File: src/rtl/pong_pkg.sv
// Shared geometry, state encoding and colours for the Pong engine.
// All on-screen arithmetic uses 12-bit signed coordinates so that off-screen ball positions compare correctly.
package pong_pkg;

    typedef logic signed [11:0] coord_t;

    typedef enum logic [1:0] {
        SERVE     = 2'd0,
        PLAY      = 2'd1,
        GAME_OVER = 2'd2
    } state_t;

    localparam coord_t SCREEN_W  = 12'sd800;
    localparam coord_t SCREEN_H  = 12'sd600;
    localparam coord_t PADDLE_W  = 12'sd10;
    localparam coord_t PADDLE_H  = 12'sd80;
    localparam coord_t PADDLE_XL = 12'sd20;
    localparam coord_t PADDLE_XR = 12'sd770;
    localparam coord_t BALL_SZ   = 12'sd10;
    localparam coord_t BALL_SPD  = 12'sd4;

    localparam coord_t BALL_X0   = 12'sd395;
    localparam coord_t BALL_Y0   = 12'sd295;
    localparam coord_t HIT_XL    = PADDLE_XL + PADDLE_W;
    localparam coord_t HIT_XR    = PADDLE_XR - BALL_SZ;
    localparam coord_t BALL_XMAX = SCREEN_W - BALL_SZ;
    localparam coord_t BALL_YMAX = SCREEN_H - BALL_SZ;
    localparam coord_t CENTRE_X0 = 12'sd399;
    localparam coord_t CENTRE_X1 = 12'sd400;

    localparam logic [9:0] PADDLE_SPD = 10'd6;
    localparam logic [9:0] PADDLE_MAX = 10'd520;
    localparam logic [9:0] PADDLE_Y0  = 10'd260;

    localparam logic [5:0] SERVE_FRAMES = 6'd60;
    localparam logic [3:0] WIN_SCORE    = 4'd9;

    localparam logic [11:0] WHITE    = 12'hFFF;
    localparam logic [11:0] GREY     = 12'h888;
    localparam logic [11:0] BLACK    = 12'h000;
    localparam logic [11:0] DARK_RED = 12'h400;

    // True when a ball whose top edge is ball_top shares any row with a paddle starting at pad_top.
    function automatic logic v_overlap(input coord_t ball_top, input coord_t pad_top);
        return (ball_top + BALL_SZ > pad_top) && (ball_top < pad_top + PADDLE_H);
    endfunction

endpackage

File: src/rtl/pong_paddle.sv
// Saturating paddle y register; a simultaneous up+dn request holds position.
module pong_paddle
    import pong_pkg::*;
#(
    parameter logic [9:0] STEP = PADDLE_SPD,
    parameter logic [9:0] MAX  = PADDLE_MAX,
    parameter logic [9:0] INIT = PADDLE_Y0
) (
    input  logic       clk,
    input  logic       rst_n,
    input  logic       en,
    input  logic       load,
    input  logic       up,
    input  logic       dn,
    output logic [9:0] y
);

    always_ff @(posedge clk or negedge rst_n) begin
        if (!rst_n) begin
            y <= INIT;
        end else if (load) begin
            y <= INIT;
        end else if (en && up && !dn) begin
            y <= (y < STEP) ? 10'd0 : y - STEP;
        end else if (en && dn && !up) begin
            y <= (y > MAX - STEP) ? MAX : y + STEP;
        end
    end

endmodule

File: src/rtl/pong_game.sv
// Frame-rate Pong engine: game FSM, ball physics and scoring on each animate tick,
// plus a registered one-cycle-latency pixel renderer for the VGA DAC.
module pong_game
    import pong_pkg::*;
(
    input  logic        i_clk,
    input  logic        i_rst_n,
    input  logic        i_animate,
    input  logic        i_active,
    input  logic [10:0] i_x,
    input  logic [9:0]  i_y,
    input  logic        i_l_up,
    input  logic        i_l_dn,
    input  logic        i_r_up,
    input  logic        i_r_dn,
    output logic [11:0] o_rgb,
    output logic [3:0]  o_score_l,
    output logic [3:0]  o_score_r,
    output logic        o_game_over
);

    state_t     state, state_n;
    logic [5:0] serve_cnt, serve_cnt_n;
    coord_t     ball_x, ball_y, ball_x_n, ball_y_n;
    logic       dx_pos, dy_pos, dx_pos_n, dy_pos_n;
    logic [3:0] score_l, score_r, score_l_n, score_r_n;
    logic [9:0] paddle_l_y, paddle_r_y;
    coord_t     nx, ny, pad_l, pad_r, px, py;
    logic       hit_l, hit_r, any_btn, restart, paddle_en;
    logic       in_ball, in_paddle, in_centre;
    logic [11:0] rgb_n;

    assign any_btn   = i_l_up | i_l_dn | i_r_up | i_r_dn;
    assign restart   = i_animate && (state == GAME_OVER) && any_btn;
    assign paddle_en = i_animate && (state != GAME_OVER);

    pong_paddle #(.STEP(PADDLE_SPD), .MAX(PADDLE_MAX), .INIT(PADDLE_Y0)) u_paddle_l (
        .clk(i_clk), .rst_n(i_rst_n), .en(paddle_en), .load(restart),
        .up(i_l_up), .dn(i_l_dn), .y(paddle_l_y)
    );

    pong_paddle #(.STEP(PADDLE_SPD), .MAX(PADDLE_MAX), .INIT(PADDLE_Y0)) u_paddle_r (
        .clk(i_clk), .rst_n(i_rst_n), .en(paddle_en), .load(restart),
        .up(i_r_up), .dn(i_r_dn), .y(paddle_r_y)
    );

    // Collision tests deliberately use the paddle positions from before this frame's move.
    assign pad_l = $signed({2'b00, paddle_l_y});
    assign pad_r = $signed({2'b00, paddle_r_y});
    assign nx    = ball_x + (dx_pos ? BALL_SPD : -BALL_SPD);
    assign ny    = ball_y + (dy_pos ? BALL_SPD : -BALL_SPD);
    assign hit_l = !dx_pos && (nx <= HIT_XL) && (ball_x >= HIT_XL) && v_overlap(ny, pad_l);
    assign hit_r = dx_pos && (nx >= HIT_XR) && (ball_x <= HIT_XR) && v_overlap(ny, pad_r);

    always_ff @(posedge i_clk or negedge i_rst_n) begin
        if (!i_rst_n) begin
            state     <= SERVE;
            serve_cnt <= '0;
            ball_x    <= BALL_X0;
            ball_y    <= BALL_Y0;
            dx_pos    <= 1'b1;
            dy_pos    <= 1'b1;
            score_l   <= '0;
            score_r   <= '0;
        end else begin
            state     <= state_n;
            serve_cnt <= serve_cnt_n;
            ball_x    <= ball_x_n;
            ball_y    <= ball_y_n;
            dx_pos    <= dx_pos_n;
            dy_pos    <= dy_pos_n;
            score_l   <= score_l_n;
            score_r   <= score_r_n;
        end
    end

    // Wall bounce and paddle bounce are independent, so a corner hit flips both directions.
    always_comb begin
        state_n     = state;
        serve_cnt_n = serve_cnt;
        ball_x_n    = ball_x;
        ball_y_n    = ball_y;
        dx_pos_n    = dx_pos;
        dy_pos_n    = dy_pos;
        score_l_n   = score_l;
        score_r_n   = score_r;
        if (i_animate) begin
            case (state)
                SERVE: begin
                    if (serve_cnt == SERVE_FRAMES - 6'd1) begin
                        state_n     = PLAY;
                        serve_cnt_n = '0;
                    end else begin
                        serve_cnt_n = serve_cnt + 6'd1;
                    end
                end
                PLAY: begin
                    ball_x_n = nx;
                    ball_y_n = ny;
                    if (ny <= 12'sd0) begin
                        ball_y_n = 12'sd0;
                        dy_pos_n = 1'b1;
                    end else if (ny >= BALL_YMAX) begin
                        ball_y_n = BALL_YMAX;
                        dy_pos_n = 1'b0;
                    end
                    if (hit_l) begin
                        ball_x_n = HIT_XL;
                        dx_pos_n = 1'b1;
                    end else if (hit_r) begin
                        ball_x_n = HIT_XR;
                        dx_pos_n = 1'b0;
                    end else if (nx <= 12'sd0) begin
                        score_r_n = (score_r == WIN_SCORE) ? score_r : score_r + 4'd1;
                        ball_x_n  = BALL_X0;
                        ball_y_n  = BALL_Y0;
                        dx_pos_n  = 1'b0;
                        dy_pos_n  = dy_pos;
                        state_n   = (score_r_n == WIN_SCORE) ? GAME_OVER : SERVE;
                    end else if (nx >= BALL_XMAX) begin
                        score_l_n = (score_l == WIN_SCORE) ? score_l : score_l + 4'd1;
                        ball_x_n  = BALL_X0;
                        ball_y_n  = BALL_Y0;
                        dx_pos_n  = 1'b1;
                        dy_pos_n  = dy_pos;
                        state_n   = (score_l_n == WIN_SCORE) ? GAME_OVER : SERVE;
                    end
                end
                GAME_OVER: begin
                    if (any_btn) begin
                        state_n     = SERVE;
                        serve_cnt_n = '0;
                        ball_x_n    = BALL_X0;
                        ball_y_n    = BALL_Y0;
                        dx_pos_n    = 1'b1;
                        dy_pos_n    = 1'b1;
                        score_l_n   = '0;
                        score_r_n   = '0;
                    end
                end
                default: state_n = SERVE;
            endcase
        end
    end

    assign px = $signed({1'b0, i_x});
    assign py = $signed({2'b00, i_y});
    assign in_ball   = (px >= ball_x) && (px < ball_x + BALL_SZ) && (py >= ball_y) && (py < ball_y + BALL_SZ);
    assign in_paddle = ((px >= PADDLE_XL) && (px < PADDLE_XL + PADDLE_W) && (py >= pad_l) && (py < pad_l + PADDLE_H))
                    || ((px >= PADDLE_XR) && (px < PADDLE_XR + PADDLE_W) && (py >= pad_r) && (py < pad_r + PADDLE_H));
    assign in_centre = (px >= CENTRE_X0) && (px <= CENTRE_X1) && !i_y[4];

    always_comb begin
        rgb_n = BLACK;
        if (!i_active)      rgb_n = BLACK;
        else if (in_ball)   rgb_n = WHITE;
        else if (in_paddle) rgb_n = WHITE;
        else if (in_centre) rgb_n = GREY;
        else                rgb_n = (state == GAME_OVER) ? DARK_RED : BLACK;
    end

    always_ff @(posedge i_clk or negedge i_rst_n) begin
        if (!i_rst_n) o_rgb <= BLACK;
        else          o_rgb <= rgb_n;
    end

    assign o_score_l   = score_l;
    assign o_score_r   = score_r;
    assign o_game_over = (state == GAME_OVER);

endmodule

File: config.mk
export PLATFORM = sky130hd
export DESIGN_NAME = pong_game
export DESIGN_NICKNAME = d
export VERILOG_FILES = /design/src/rtl/pong_pkg.sv /design/src/rtl/pong_paddle.sv /design/src/rtl/pong_game.sv
export SDC_FILE = /design/constraint.sdc
export NUM_CORES = 1
export LEC_CHECK = 0
export ABC_CLOCK_PERIOD_IN_PS = 4800
export CAP_MARGIN = 20
export CORE_MARGIN = 8
export CORE_UTILIZATION = 60
export CTS_CLUSTER_SIZE = 10
export DETAILED_ROUTE_END_ITERATION = 8
export PLACE_DENSITY_LB_ADDON = 0.05
export SLEW_MARGIN = 20
export SYNTH_ARGS = -nofsm -noshare
export SYNTH_HDL_FRONTEND = slang
export SYNTH_HIERARCHICAL = 1
export SYNTH_SLANG_ARGS = --single-unit
File: constraint.sdc
create_clock -name i_clk -period 4.8 [get_ports i_clk]
set_clock_uncertainty 0.05 [all_clocks]
set_input_delay 1.44 -clock i_clk [delete_from_list [all_inputs] [get_ports i_clk]]
set_output_delay 1.44 -clock i_clk [all_outputs]
set_load 0.02 [all_outputs]
==> run summary <==
Status: finished, final reports clean
Most frequent cells in the layout: ha_1 (148), inv_1 (77), nand2_1 (70)
Starting Density: 0.603
Initial antenna violation count: 0
Core box area: 14,300 um^2
Worst Min Path Start: serve_cnt[1]
Htree depth: 3
Ratio of cells with drive above 1 in the final layout: 0.0871
Post-synth EDFFs: 0
Port bufs: 49
Post-route ant nets: 0
Crit path max fanout: 9
R2r setup slk: 0.15 ns
Mapped Nets: 1,223
Iteration count of the initial detailed-routing pass: 5
CP top delay family: compound AO/OA/AOI/OAI gates
Row Count: 44
Register-to-Register Path Depth: 16
Worst EP required: 4.99 ns
Endpoints failing setup: 0
WP data arrival: 4.84 ns
Fmax: 215 MHz
Pin count of the biggest net entering global routing: 42
Reg2Reg Launch Point: dy_pos
CTS max path bufs: 2
Total number of vias: 8,097
Die extent in x: 136 um
Unique cell type count in the Yosys netlist: 97
Tmin final: 4.65 ns
Crit path capture type: register
Storage element area: 1600 um^2
Synth async-reset ratio: 1.00
Setup_tns: 0 ns
HPWL after detailed placement: 18,800 um
Multi-input logic area: 6560 um^2
Total CTS buffers: 9
Max-cap violations: 0
Worst slew pin tran: 0.782 ns
Commonest non-fill, non-tap cell in the layout: ha_1
Worst min path class: reg -> reg
1st-iter DRT viols: 657
Slowest cell delay on critical path: 0.57 ns
Final WL: 24,100 um
Average cell area after synthesis: 8.28 um^2
Clk sinks: 63
Die Y: 136 um
Unrepaired setup endpoints after global routing: true
Drt via density: 6.35
Worst hold path depth: 2
Crit path kind: reg -> reg
Die ar.: 18,500 um^2
FILL cells: 1,245
CP bufs+invs: 2
Grt ovf: 0
Max-slew headroom: 0.478
Clock insertion delay at the later pin of the skew report: 0.35 ns
Min-Delay Endpoint: serve_cnt[1]
Placer Congestion: 0.978
Hold buffer count at CTS: 0
Final period util: 0.969
CTS clk-pin slew, worst paths: 0.06 ns
Synth Flop Type: dfrtp_1
Mapped Area: 8640 um^2
DR WL/cell: 18.9 um
CP cell instances: inv_1, ha_1, and2b_1, o22ai_1, xor2_1, inv_1, ha_1, nand2_1, a31oi_1, a211o_1, maj3_1, a311oi_1, nor2_1, o211ai_4, a211oi_1, a211o_1
Vias in the first global route: 7,692
Hold Violations, Final: 0
R2R Path End: o_score_l[2]
CP max stage cell: dfstp_2
Synthesized flop and latch total: 63
Post-synthesis sequential area ratio: 0.185
CTS tree: done
P&R area growth vs syn: 11.7%
DRC Markers: 0
Ys Warns: 6
Critical Path Start Type: register
Antenna cells: 0
Fin nets: 1,266
GRT Total Usage: 0.265
Cells after Synth: 1,043
Fin. max-slew vios: 0
Global-route wire length before repair: 39,500 um
Clock Root Buffer: clkbuf_16
I/O Pins: 50
how the worst max path moves through the flow:
stage,from,to,depth (start not counted)
final,dy_pos,o_score_l[2],16
after floorplan,ball_y[2],ball_x[2],19
after global routing,dy_pos,o_score_l[2],16
after CTS,dy_pos,dx_pos,18
after global placement,dy_pos,o_score_l[2],18
after detailed placement,dy_pos,dx_pos,18
layer usage:
metal / up-vias / part of all wire / track usage
met5: - / 0 / 0
met4: 0 / 0.023 / 0.0921
met3: 42 / 0.070 / 0.0451
met2: 277 / 0.45 / 0.413
met1: 3786 / 0.46 / 0.361
li1: 3992 / - / -
repair_timing:
item	4_1_cts	5_1_grt
buffers inserted	0	0
endpoints found under the setup margin	0	18
gates resized for setup	0	5
cell usage after synthesis, types with 16 or more instances:
cell | n | area (um^2)
ha_1 | 149 | 1860
inv_1 | 77 | 289
nand2_1 | 70 | 263
a21oi_1 | 69 | 345
nor2_1 | 68 | 255
o21ai_0 | 57 | 285
dfrtp_1 | 47 | 1180
xnor2_1 | 33 | 289
nand3_1 | 27 | 135
nor3_1 | 23 | 115
nand4_1 | 22 | 138
a21o_1 | 21 | 158
o21a_1 | 21 | 158
clkbuf_1 | 18 | 67.6
dfstp_2 | 16 | 420
nor2b_1 | 16 | 100
xor2_1 | 16 | 140
sequential cells by signal (all words and copies together) (netlist names):
register and cells:
ball_x 12, ball_y 12, u_paddle_l/y 9, u_paddle_r/y 9, serve_cnt 6, o_score_l 4
o_score_r 4, o_rgb 3, state 2, dx_pos 1, dy_pos 1
kinds of logic after synthesis:
group                      Yosys count  synth area share
AOI/OAI and AO/OA                  327             0.274
xor gates and xnor gates            51            0.0535
adders and majority gates          153             0.223
buffers and inverters              117            0.0588
DFF                                 63             0.185
muxes                                9            0.0106
other                                2          0.000870
and+or+nand+nor                    321             0.194
tightest hold or removal path, stage by stage (launching register included):
cell and delay (ns):
dfrtp_1 0.38, nand2_1 0.05, o21ai_0 0.06
cell type report:
type	instances	share of cell area
Clock inverter	6	0.00882
Multi-Input combinational cell	863	0.680
Sequential cell	63	0.166
Tap cell	184	0.0239
Clock buffer	10	0.0237
Inverter	78	0.0304
Timing Repair Buffer	71	0.0675
through the flow:
stage	worst slack, ns	cell area (um^2)	hold slack (ns)	utilization	cells
global placement	0.212	9310	0.468	0.650	1259
finish	0.149	9650	0.486	0.674	1275
detailed placement	0.134	9310	0.476	0.650	1259
CTS	0.0990	9620	0.489	0.672	1275
global route	-0.127	9650	0.521	0.674	1275
floorplan	0.483	8640	0.439	-	1043
Power is not shown: default switching activity piles up to over one toggle a cycle in this logic, so the estimate is an artifact.
